`config.mk`:
```
export PLATFORM = sky130hd
export DESIGN_NAME = cpu_sequencer_flat
export DESIGN_NICKNAME = d
export VERILOG_FILES = /design/src/rtl/cpu_pkg.sv /design/src/rtl/cpu_sequencer_if.sv /design/src/rtl/seq_decode.sv /design/src/rtl/cpu_sequencer.sv /design/src/flat_wrapper.sv
export SDC_FILE = /design/constraint.sdc
export NUM_CORES = 1
export LEC_CHECK = 0
export CAP_MARGIN = 25
export CORE_UTILIZATION = 31
export CTS_BUF_LIST = sky130_fd_sc_hd__clkbuf_4 sky130_fd_sc_hd__clkbuf_8
export DETAILED_ROUTE_END_ITERATION = 7
export PLACE_DENSITY = 0.71
export REMOVE_ABC_BUFFERS = 1
export SYNTH_ARGS = -nofsm -noshare
export SYNTH_HDL_FRONTEND = slang
export SYNTH_SLANG_ARGS = --single-unit
```
`constraint.sdc`:
```
create_clock -name clk -period 3.69 [get_ports clk]
set_input_delay 0.5535 -clock clk [delete_from_list [all_inputs] [get_ports clk]]
set_output_delay 0.5535 -clock clk [all_outputs]
set_load 0.03 [all_outputs]
```
`src/rtl/cpu_pkg.sv`:
```
// rtl/cpu_pkg.sv - shared widths, opcodes, phase encodings and strobe bundle for the CPU sequencer
package cpu_pkg;

  localparam int DATA_W = 8;
  localparam int OP_W   = 3;
  localparam int ADDR_W = 5;

  localparam logic [OP_W-1:0] OP_HLT = 3'b000;
  localparam logic [OP_W-1:0] OP_SKZ = 3'b001;
  localparam logic [OP_W-1:0] OP_ADD = 3'b010;
  localparam logic [OP_W-1:0] OP_AND = 3'b011;
  localparam logic [OP_W-1:0] OP_XOR = 3'b100;
  localparam logic [OP_W-1:0] OP_LDA = 3'b101;
  localparam logic [OP_W-1:0] OP_STO = 3'b110;
  localparam logic [OP_W-1:0] OP_JMP = 3'b111;

  typedef enum logic [2:0] {
    PH_INST_ADDR  = 3'd0,
    PH_INST_FETCH = 3'd1,
    PH_INST_LOAD  = 3'd2,
    PH_IDLE       = 3'd3,
    PH_OP_ADDR    = 3'd4,
    PH_OP_FETCH   = 3'd5,
    PH_ALU_OP     = 3'd6,
    PH_STORE      = 3'd7
  } phase_t;

  typedef struct packed {
    logic sel;
    logic rd;
    logic ld_ir;
    logic inc_pc;
    logic ld_pc;
    logic ld_ac;
    logic data_e;
    logic wr;
    logic halt;
  } strobe_t;

  // Opcodes that read an operand and write the accumulator.
  function automatic logic is_aluop(input logic [OP_W-1:0] op);
    return (op == OP_ADD) || (op == OP_AND) || (op == OP_XOR) || (op == OP_LDA);
  endfunction

endpackage

```
`src/rtl/cpu_sequencer_if.sv`:
```
// rtl/cpu_sequencer_if.sv - data-bus, ALU and strobe signals between the sequencer and the datapath
import cpu_pkg::*;

interface cpu_sequencer_if;
  logic [DATA_W-1:0] data_in;
  logic              skz_cmp;
  logic [OP_W-1:0]   alu_op;
  logic [ADDR_W-1:0] ir_addr;
  logic [2:0]        phase;
  logic              sel;
  logic              rd;
  logic              ld_ir;
  logic              inc_pc;
  logic              ld_pc;
  logic              ld_ac;
  logic              data_e;
  logic              wr;
  logic              halt;

  modport master (
    output data_in, skz_cmp,
    input  alu_op, ir_addr, phase, sel, rd, ld_ir, inc_pc, ld_pc, ld_ac, data_e, wr, halt
  );

  modport slave (
    input  data_in, skz_cmp,
    output alu_op, ir_addr, phase, sel, rd, ld_ir, inc_pc, ld_pc, ld_ac, data_e, wr, halt
  );
endinterface

```
`src/rtl/seq_decode.sv`:
```
// rtl/seq_decode.sv - combinational strobe decode from phase, opcode, halted flag and ALU zero flag
module seq_decode
  import cpu_pkg::*;
(
  input  phase_t          i_phase,
  input  logic [OP_W-1:0] i_opcode,
  input  logic            i_halted,
  input  logic            i_skz_cmp,
  output strobe_t         o_strobe
);

  logic w_alu;
  logic w_sto;
  logic w_jmp;

  assign w_alu = is_aluop(i_opcode);
  assign w_sto = (i_opcode == OP_STO);
  assign w_jmp = (i_opcode == OP_JMP);

  always_comb begin
    o_strobe = '0;
    if (i_halted) begin
      o_strobe.halt = 1'b1;
    end else begin
      case (i_phase)
        PH_INST_ADDR: o_strobe.sel = 1'b1;
        PH_INST_FETCH: begin
          o_strobe.sel = 1'b1;
          o_strobe.rd  = 1'b1;
        end
        PH_INST_LOAD, PH_IDLE: begin
          o_strobe.sel   = 1'b1;
          o_strobe.rd    = 1'b1;
          o_strobe.ld_ir = 1'b1;
        end
        PH_OP_ADDR: begin
          o_strobe.inc_pc = 1'b1;
          o_strobe.halt   = (i_opcode == OP_HLT);
        end
        PH_OP_FETCH: o_strobe.rd = w_alu;
        // skz_cmp is the only input that reaches a strobe without a register.
        PH_ALU_OP: begin
          o_strobe.rd     = w_alu;
          o_strobe.inc_pc = (i_opcode == OP_SKZ) & i_skz_cmp;
          o_strobe.ld_pc  = w_jmp;
          o_strobe.data_e = w_sto;
        end
        PH_STORE: begin
          o_strobe.rd     = w_alu;
          o_strobe.ld_ac  = w_alu;
          o_strobe.ld_pc  = w_jmp;
          o_strobe.data_e = w_sto;
          o_strobe.wr     = w_sto;
        end
        default: o_strobe = '0;
      endcase
    end
  end

endmodule

```
`src/rtl/cpu_sequencer.sv`:
```
// rtl/cpu_sequencer.sv - 8-phase fetch/execute controller holding the phase counter, halted flag and IR
module cpu_sequencer
  import cpu_pkg::*;
(
  input  logic            clk,
  input  logic            rst_n,
  cpu_sequencer_if.slave  bus
);

  phase_t            r_phase;
  phase_t            w_phase_nxt;
  logic              r_halted;
  logic              w_halted_nxt;
  logic [DATA_W-1:0] r_ir;
  logic [DATA_W-1:0] w_ir_nxt;
  logic [OP_W-1:0]   w_opcode;
  strobe_t           w_strobe;

  assign w_opcode = r_ir[DATA_W-1 -: OP_W];

  always_ff @(posedge clk) begin
    if (!rst_n) begin
      r_phase  <= PH_INST_ADDR;
      r_halted <= 1'b0;
      r_ir     <= '0;
    end else begin
      r_phase  <= w_phase_nxt;
      r_halted <= w_halted_nxt;
      r_ir     <= w_ir_nxt;
    end
  end

  always_comb begin
    w_phase_nxt  = phase_t'(r_phase + 3'd1);
    w_halted_nxt = r_halted;
    w_ir_nxt     = r_ir;
    if (r_halted) begin
      w_phase_nxt = r_phase;
    end else if (r_phase == PH_IDLE) begin
      w_ir_nxt = bus.data_in;
    end else if ((r_phase == PH_OP_ADDR) && (w_opcode == OP_HLT)) begin
      // Freeze at phase 4 so the single PC increment of HLT is never repeated.
      w_halted_nxt = 1'b1;
      w_phase_nxt  = r_phase;
    end
  end

  seq_decode u_decode (
    .i_phase   (r_phase),
    .i_opcode  (w_opcode),
    .i_halted  (r_halted),
    .i_skz_cmp (bus.skz_cmp),
    .o_strobe  (w_strobe)
  );

  assign bus.alu_op  = w_opcode;
  assign bus.ir_addr = r_ir[ADDR_W-1:0];
  assign bus.phase   = r_phase;
  assign bus.sel     = w_strobe.sel;
  assign bus.rd      = w_strobe.rd;
  assign bus.ld_ir   = w_strobe.ld_ir;
  assign bus.inc_pc  = w_strobe.inc_pc;
  assign bus.ld_pc   = w_strobe.ld_pc;
  assign bus.ld_ac   = w_strobe.ld_ac;
  assign bus.data_e  = w_strobe.data_e;
  assign bus.wr      = w_strobe.wr;
  assign bus.halt    = w_strobe.halt;

endmodule
```
`src/flat_wrapper.sv`:
```
// flat-port wrapper written by rule: the top's interface ports become plain ports
module cpu_sequencer_flat import cpu_pkg::*;
  (clk, rst_n, bus_data_in, bus_skz_cmp, bus_alu_op, bus_ir_addr, bus_phase, bus_sel, bus_rd, bus_ld_ir, bus_inc_pc, bus_ld_pc, bus_ld_ac, bus_data_e, bus_wr, bus_halt);
  cpu_sequencer_if bus_i ();
  input  logic clk;
  input  logic rst_n;
  input wire logic [$bits(bus_i.data_in)-1:0] bus_data_in;
  input wire logic [$bits(bus_i.skz_cmp)-1:0] bus_skz_cmp;
  output wire logic [$bits(bus_i.alu_op)-1:0] bus_alu_op;
  output wire logic [$bits(bus_i.ir_addr)-1:0] bus_ir_addr;
  output wire logic [$bits(bus_i.phase)-1:0] bus_phase;
  output wire logic [$bits(bus_i.sel)-1:0] bus_sel;
  output wire logic [$bits(bus_i.rd)-1:0] bus_rd;
  output wire logic [$bits(bus_i.ld_ir)-1:0] bus_ld_ir;
  output wire logic [$bits(bus_i.inc_pc)-1:0] bus_inc_pc;
  output wire logic [$bits(bus_i.ld_pc)-1:0] bus_ld_pc;
  output wire logic [$bits(bus_i.ld_ac)-1:0] bus_ld_ac;
  output wire logic [$bits(bus_i.data_e)-1:0] bus_data_e;
  output wire logic [$bits(bus_i.wr)-1:0] bus_wr;
  output wire logic [$bits(bus_i.halt)-1:0] bus_halt;
  assign bus_i.data_in = bus_data_in;
  assign bus_i.skz_cmp = bus_skz_cmp;
  assign bus_alu_op = bus_i.alu_op;
  assign bus_ir_addr = bus_i.ir_addr;
  assign bus_phase = bus_i.phase;
  assign bus_sel = bus_i.sel;
  assign bus_rd = bus_i.rd;
  assign bus_ld_ir = bus_i.ld_ir;
  assign bus_inc_pc = bus_i.inc_pc;
  assign bus_ld_pc = bus_i.ld_pc;
  assign bus_ld_ac = bus_i.ld_ac;
  assign bus_data_e = bus_i.data_e;
  assign bus_wr = bus_i.wr;
  assign bus_halt = bus_i.halt;
  cpu_sequencer u_core (.clk(clk), .rst_n(rst_n), .bus(bus_i));
endmodule
```
Yosys cells after proc, flatten, opt, wreduce, memory -nomap -nowiden
Index checks and enable logic that the tools add are counted.
Widths: inputs -> output; s select.

operators by class
  $add $sub $neg = 1
  bitwise gates (word level) = 2
  equal/unequal tests = 15
  multiplexer cells = 16
  reduce and logical (&&, ||, !) cells = 13

operators by type and width
  operator             number
  $eq 3x3->1 const B   8
  $eq 3x2->1 const B   4
  $mux 1               11
  $mux 8               1
  $eq 3x1->1 const B   2
  $logic_not 3->1      2
  $mux 3               2
  $reduce_or 3->1      2
  $pmux 1 s2           2
  $reduce_and 2->1     2
  $reduce_or 2->1      2
  $reduce_or 4->1      1
  $add 3x1->3 const B  1
  $logic_or 1x1->1     3
  $ne 2x1->1 const B   1
  $and 1x1->1          1
  $logic_and 1x1->1    1
  $not 1->1            1

word-level totals
  bits in registers = 12
  bits of input ports = 11
  logic and storage cells = 50
  output and inout bits = 20

Logic depth before layout (Yosys ltp)
  depth after elaboration = 6
  mapped depth = 6
  depth with buffers taken out = 5

By module
A second synthesis with hierarchy kept.

unflattened totals
  cell total of the unflattened synthesis = 75
  area total of the unflattened synthesis = 688.2 µm²

modules (own cells, without submodules)
  module         seq. area each (µm²)  cells each  area each (µm²)  times used
  cpu_sequencer  240.2                 57          574.3            1
  seq_decode     0.0                   18          113.9            1

Worst setup path before layout
No wires, ideal clock.

  path kind = reg-to-output
  start = register u_core.r_phase[0] (netlist: u_core.bus.phase[0])
  end = output bus_data_e
  cell stages (with the launch flop) = 5
  path slack = 1.113 ns
  required time = 3.137 ns
  path buffers = 0
  arrival time = 2.024 ns
  path through = dfxtp_1 -> ha_1 -> ha_1 -> a21oi_1 -> nor4_1

on the way
  longest elaborated chain between the ends = 4
  elaborated cells on any way between the ends = 5
  those cells by class = eq/ne: 2; mux: 2; reduce/logical: 1

RTL lines
  what                                RTL line             text
  from (decl)                         cpu_sequencer.sv:10  phase_t r_phase;
  from (signal assigned)              cpu_sequencer.sv:27  r_phase <= w_phase_nxt;
  $eq 3x3->1                          seq_decode.sv:25     case (i_phase)
  $reduce_or 2->1 (no source line) *  n/a
  $mux 1 *                            seq_decode.sv:25
  $mux 8 *                            seq_decode.sv:22     if (i_halted) begin
  to (decl)                           flat_wrapper.sv:18   output wire logic [$bits(bus_i.data_e)-1:0] bus_data_e;

Every way passes the cells marked *; elsewhere a longest branch is shown, timed or not.

Worst setup path in the final report
Same ends and word-level chain as after synthesis.

==> key figures <==
GRT
  • First-pass GRT wire length: ~2600 um
  • Overall routing resource usage: 0.134
  • Largest net degree at the start of global routing: 15
  • Vias in the first global route: 571
  • Congestion Overflow GR: 0
  • Initial antenna violation count: 0

Clock network
  • Post-CTS Setup Bufs: 0
  • Post_cts resized: 0
  • Clock-pin slew on the worst setup and hold paths: ~0.080 ns
  • CTS Hold Buffers Added: 0
  • Max H-tree Level: 1
  • Worst skew pair latency: approximately 0.26 ns
  • Cts bufs inserted: 3
  • Clock Tree Root: clkbuf_4
  • CTS tree: done
  • Max clock buf depth: 2
  • # clock sinks: 12

Detailed routing
  • WL met2: approximately 740 um
  • WL met3: 70 um
  • Wire per inst: about 12 um
  • DR vias/cell: 4.72
  • Total Wirelength: 1560 um
  • Final ANT Viol Nets: 0
  • DRC viols: 0
  • Pre-antenna DRT Iters: 4
  • Top Metal Used: met3
  • DR vias: about 620
  • M1 WL: around 750 um
  • Iteration-0 DRC Markers: 18

Die
  • Row count: 16
  • Core area: between 2000 and 2500 um2
  • Die X: ~50 um
  • Die Footprint: approximately 2400 um2
  • Initial Util: 0.340
  • Ports: 31
  • Die height: about 50 um

Timing
  • Final-report hold violation count: 0
  • Fmax achieved: about 370 MHz
  • Post-route clock skew: roughly 0.0048 ns
  • Max-slew violation count: 0
  • Tmin final: ~2.7 ns
  • Share of the clock period used by the worst path: 0.738
  • Worst slew margin: 0.411
  • # setup viols final: 0
  • Setup TNS: 0 ns
  • Worst-margin pin slew: 0.881 ns
  • RSZ-0062 raised after global routing: false

Cells and area
  • Final instance area: about 1000 um2
  • Area Growth Syn to Fin: 51.0%
  • Post-layout util: 0.513
  • Diodes inserted: 0
  • Nets: between 100 and 150
  • Layout cells sized above 1: 0.0857

Worst setup path
  • CP Launch Type: flop
  • Critical path peak fanout: 6
  • CP Capture Type: output pin
  • Required time worst endpoint: between 3 and 4 ns
  • Kind of critical path: reg2out
  • Crit path DAT: roughly 2.2 ns

Logic synthesis
  • Seq cells post-synth: 12
  • Area share of the largest cell type after synthesis: 0.346
  • Yosys top cell by area: dfxtp_1
  • Main area contributors after synthesis: dfxtp_1 35%, mux2i_1 14%, ha_1 11%
  • Sequential area share after synthesis: 0.346
  • Async SR Flop Fraction: 0
  • Netlist Area Pre-Place: around 690 um2
  • Syn_area_per_cell: around 9.4 um2
  • Number of synthesized flops with an enable pin: 0
  • Ys flop type: dfxtp_1
  • Yosys Warn Count: 0
  • Synth cell types: 25
  • Post-synth top cells: 12 x dfxtp_1, 10 x mux2i_1, 10 x nor2b_1
  • Post-Syn Instances: between 70 and 80
  • Most frequent cell after synthesis: dfxtp_1

Place
  • Placed standard-cell area: 1010 um2
  • Input/output buffers: 30
  • Hpwl dp: between 1000 and 1500 um
  • Final GP Congestion: roughly 0.74

Pwr
  • Pwr dens: between 600 and 700 nW/um2
  • Worst vdd ir: ~0.36 mV
  • Static Leakage: 0.387 nW

Outcome
  • Status: complete, no violations

Flow run
  • Max cap viols: 0

Worst hold path
  • Hold Crit Class: reg2reg
-- cells by family after synthesis --
logic type | Yosys count | share of synthesized area
simple gates | 27 | 0.247
flops | 12 | 0.346
mux | 10 | 0.144
compound gates | 9 | 0.0865
buf+inv | 9 | 0.0558
fa+ha+maj | 6 | 0.108
xor+xnor | 1 | 0.0126
-- worst paths after layout --
kind / start / to / slack (ns) / depth (start not counted)
max: u_core.bus.phase[0]$_SDFFE_PN0P_ / bus_data_e / 0.97 / 5
min: u_core.bus.phase[1]$_SDFFE_PN0P_ / u_core.bus.phase[1]$_SDFFE_PN0P_ / 0.53 / 2
max reg2reg: u_core.bus.phase[0]$_SDFFE_PN0P_ / u_core.r_ir[2]$_SDFFE_PN0P_ / 1.63 / 5
min reg2reg: u_core.bus.phase[1]$_SDFFE_PN0P_ / u_core.bus.phase[1]$_SDFFE_PN0P_ / 0.53 / 2
-- routing by layer --
layer	global-route usage	vias up
li1	-	314
met1	0.173	293
met2	0.235	16
met3	0.0249	0
met4	0.0147	0
met5	0	-
-- final cells by class --
cell class	instances	area (um2)
Inverter	6	22.5
Clock buffer	4	36.3
Multi-Input combinational cell	53	415
Sequential cell	12	240
Fill cell	202	993
Tap cell	27	33.8
Timing Repair Buffer	30	300
-- worst max-delay path, cell delays in order, from the launching register on --
cell	delay, ns
dfxtp_1	0.45
ha_1	0.22
ha_1	0.21
a21oi_1	0.07
nor4_1	0.24
clkdlybuf4s50_1	0.72
-- flip-flops by register name (all words and copies together), names as in the netlist --
register,flops
u_core.r_halted,1
u_core.r_ir,8
u_core.bus.phase,3
-- cell usage in the layout (no fill, tap or decap), drive strengths merged --
cell type      netlist  layout
ha                   6       6
a31oi                2       2
nand2                6       6
nor4b                1       1
nor2                 3       3
nor4                 3       3
o22ai                1       1
o21ai                2       2
clkdlybuf4s50        0      30
nor2b               10      10
a31o                 1       1
and3                 1       1
inv                  6       6
mux2i               10      10
a41oi                1       1
clkbuf               1       4
a21oi                2       2
and2b                1       1
nor3b                2       2
dfxtp               12      12
xor2                 1       1
-- per-stage QoR --
step	setup WS [ns]	power, mW	std cells	hold slack, ns
after floorplan	1.11	0.472	71	0.597
after global routing	0.819	0.770	132	0.567
after detailed placement	1.13	0.630	128	0.514
after global placement	1.16	0.627	128	0.499
final	0.967	0.729	132	0.525
after CTS	0.928	0.736	132	0.528
-- where the power goes --
| part | total (mW) | switching [mW] | internal [mW] |
|---|---|---|---|
| logic | 0.424 | 0.235 | 0.189 |
| clock network | 0.103 | 0.0436 | 0.0598 |
| registers | 0.201 | 0.0434 | 0.157 |
| total | 0.729 | 0.322 | 0.407 |
No activity file was read; power rests on OpenSTA's default activity.
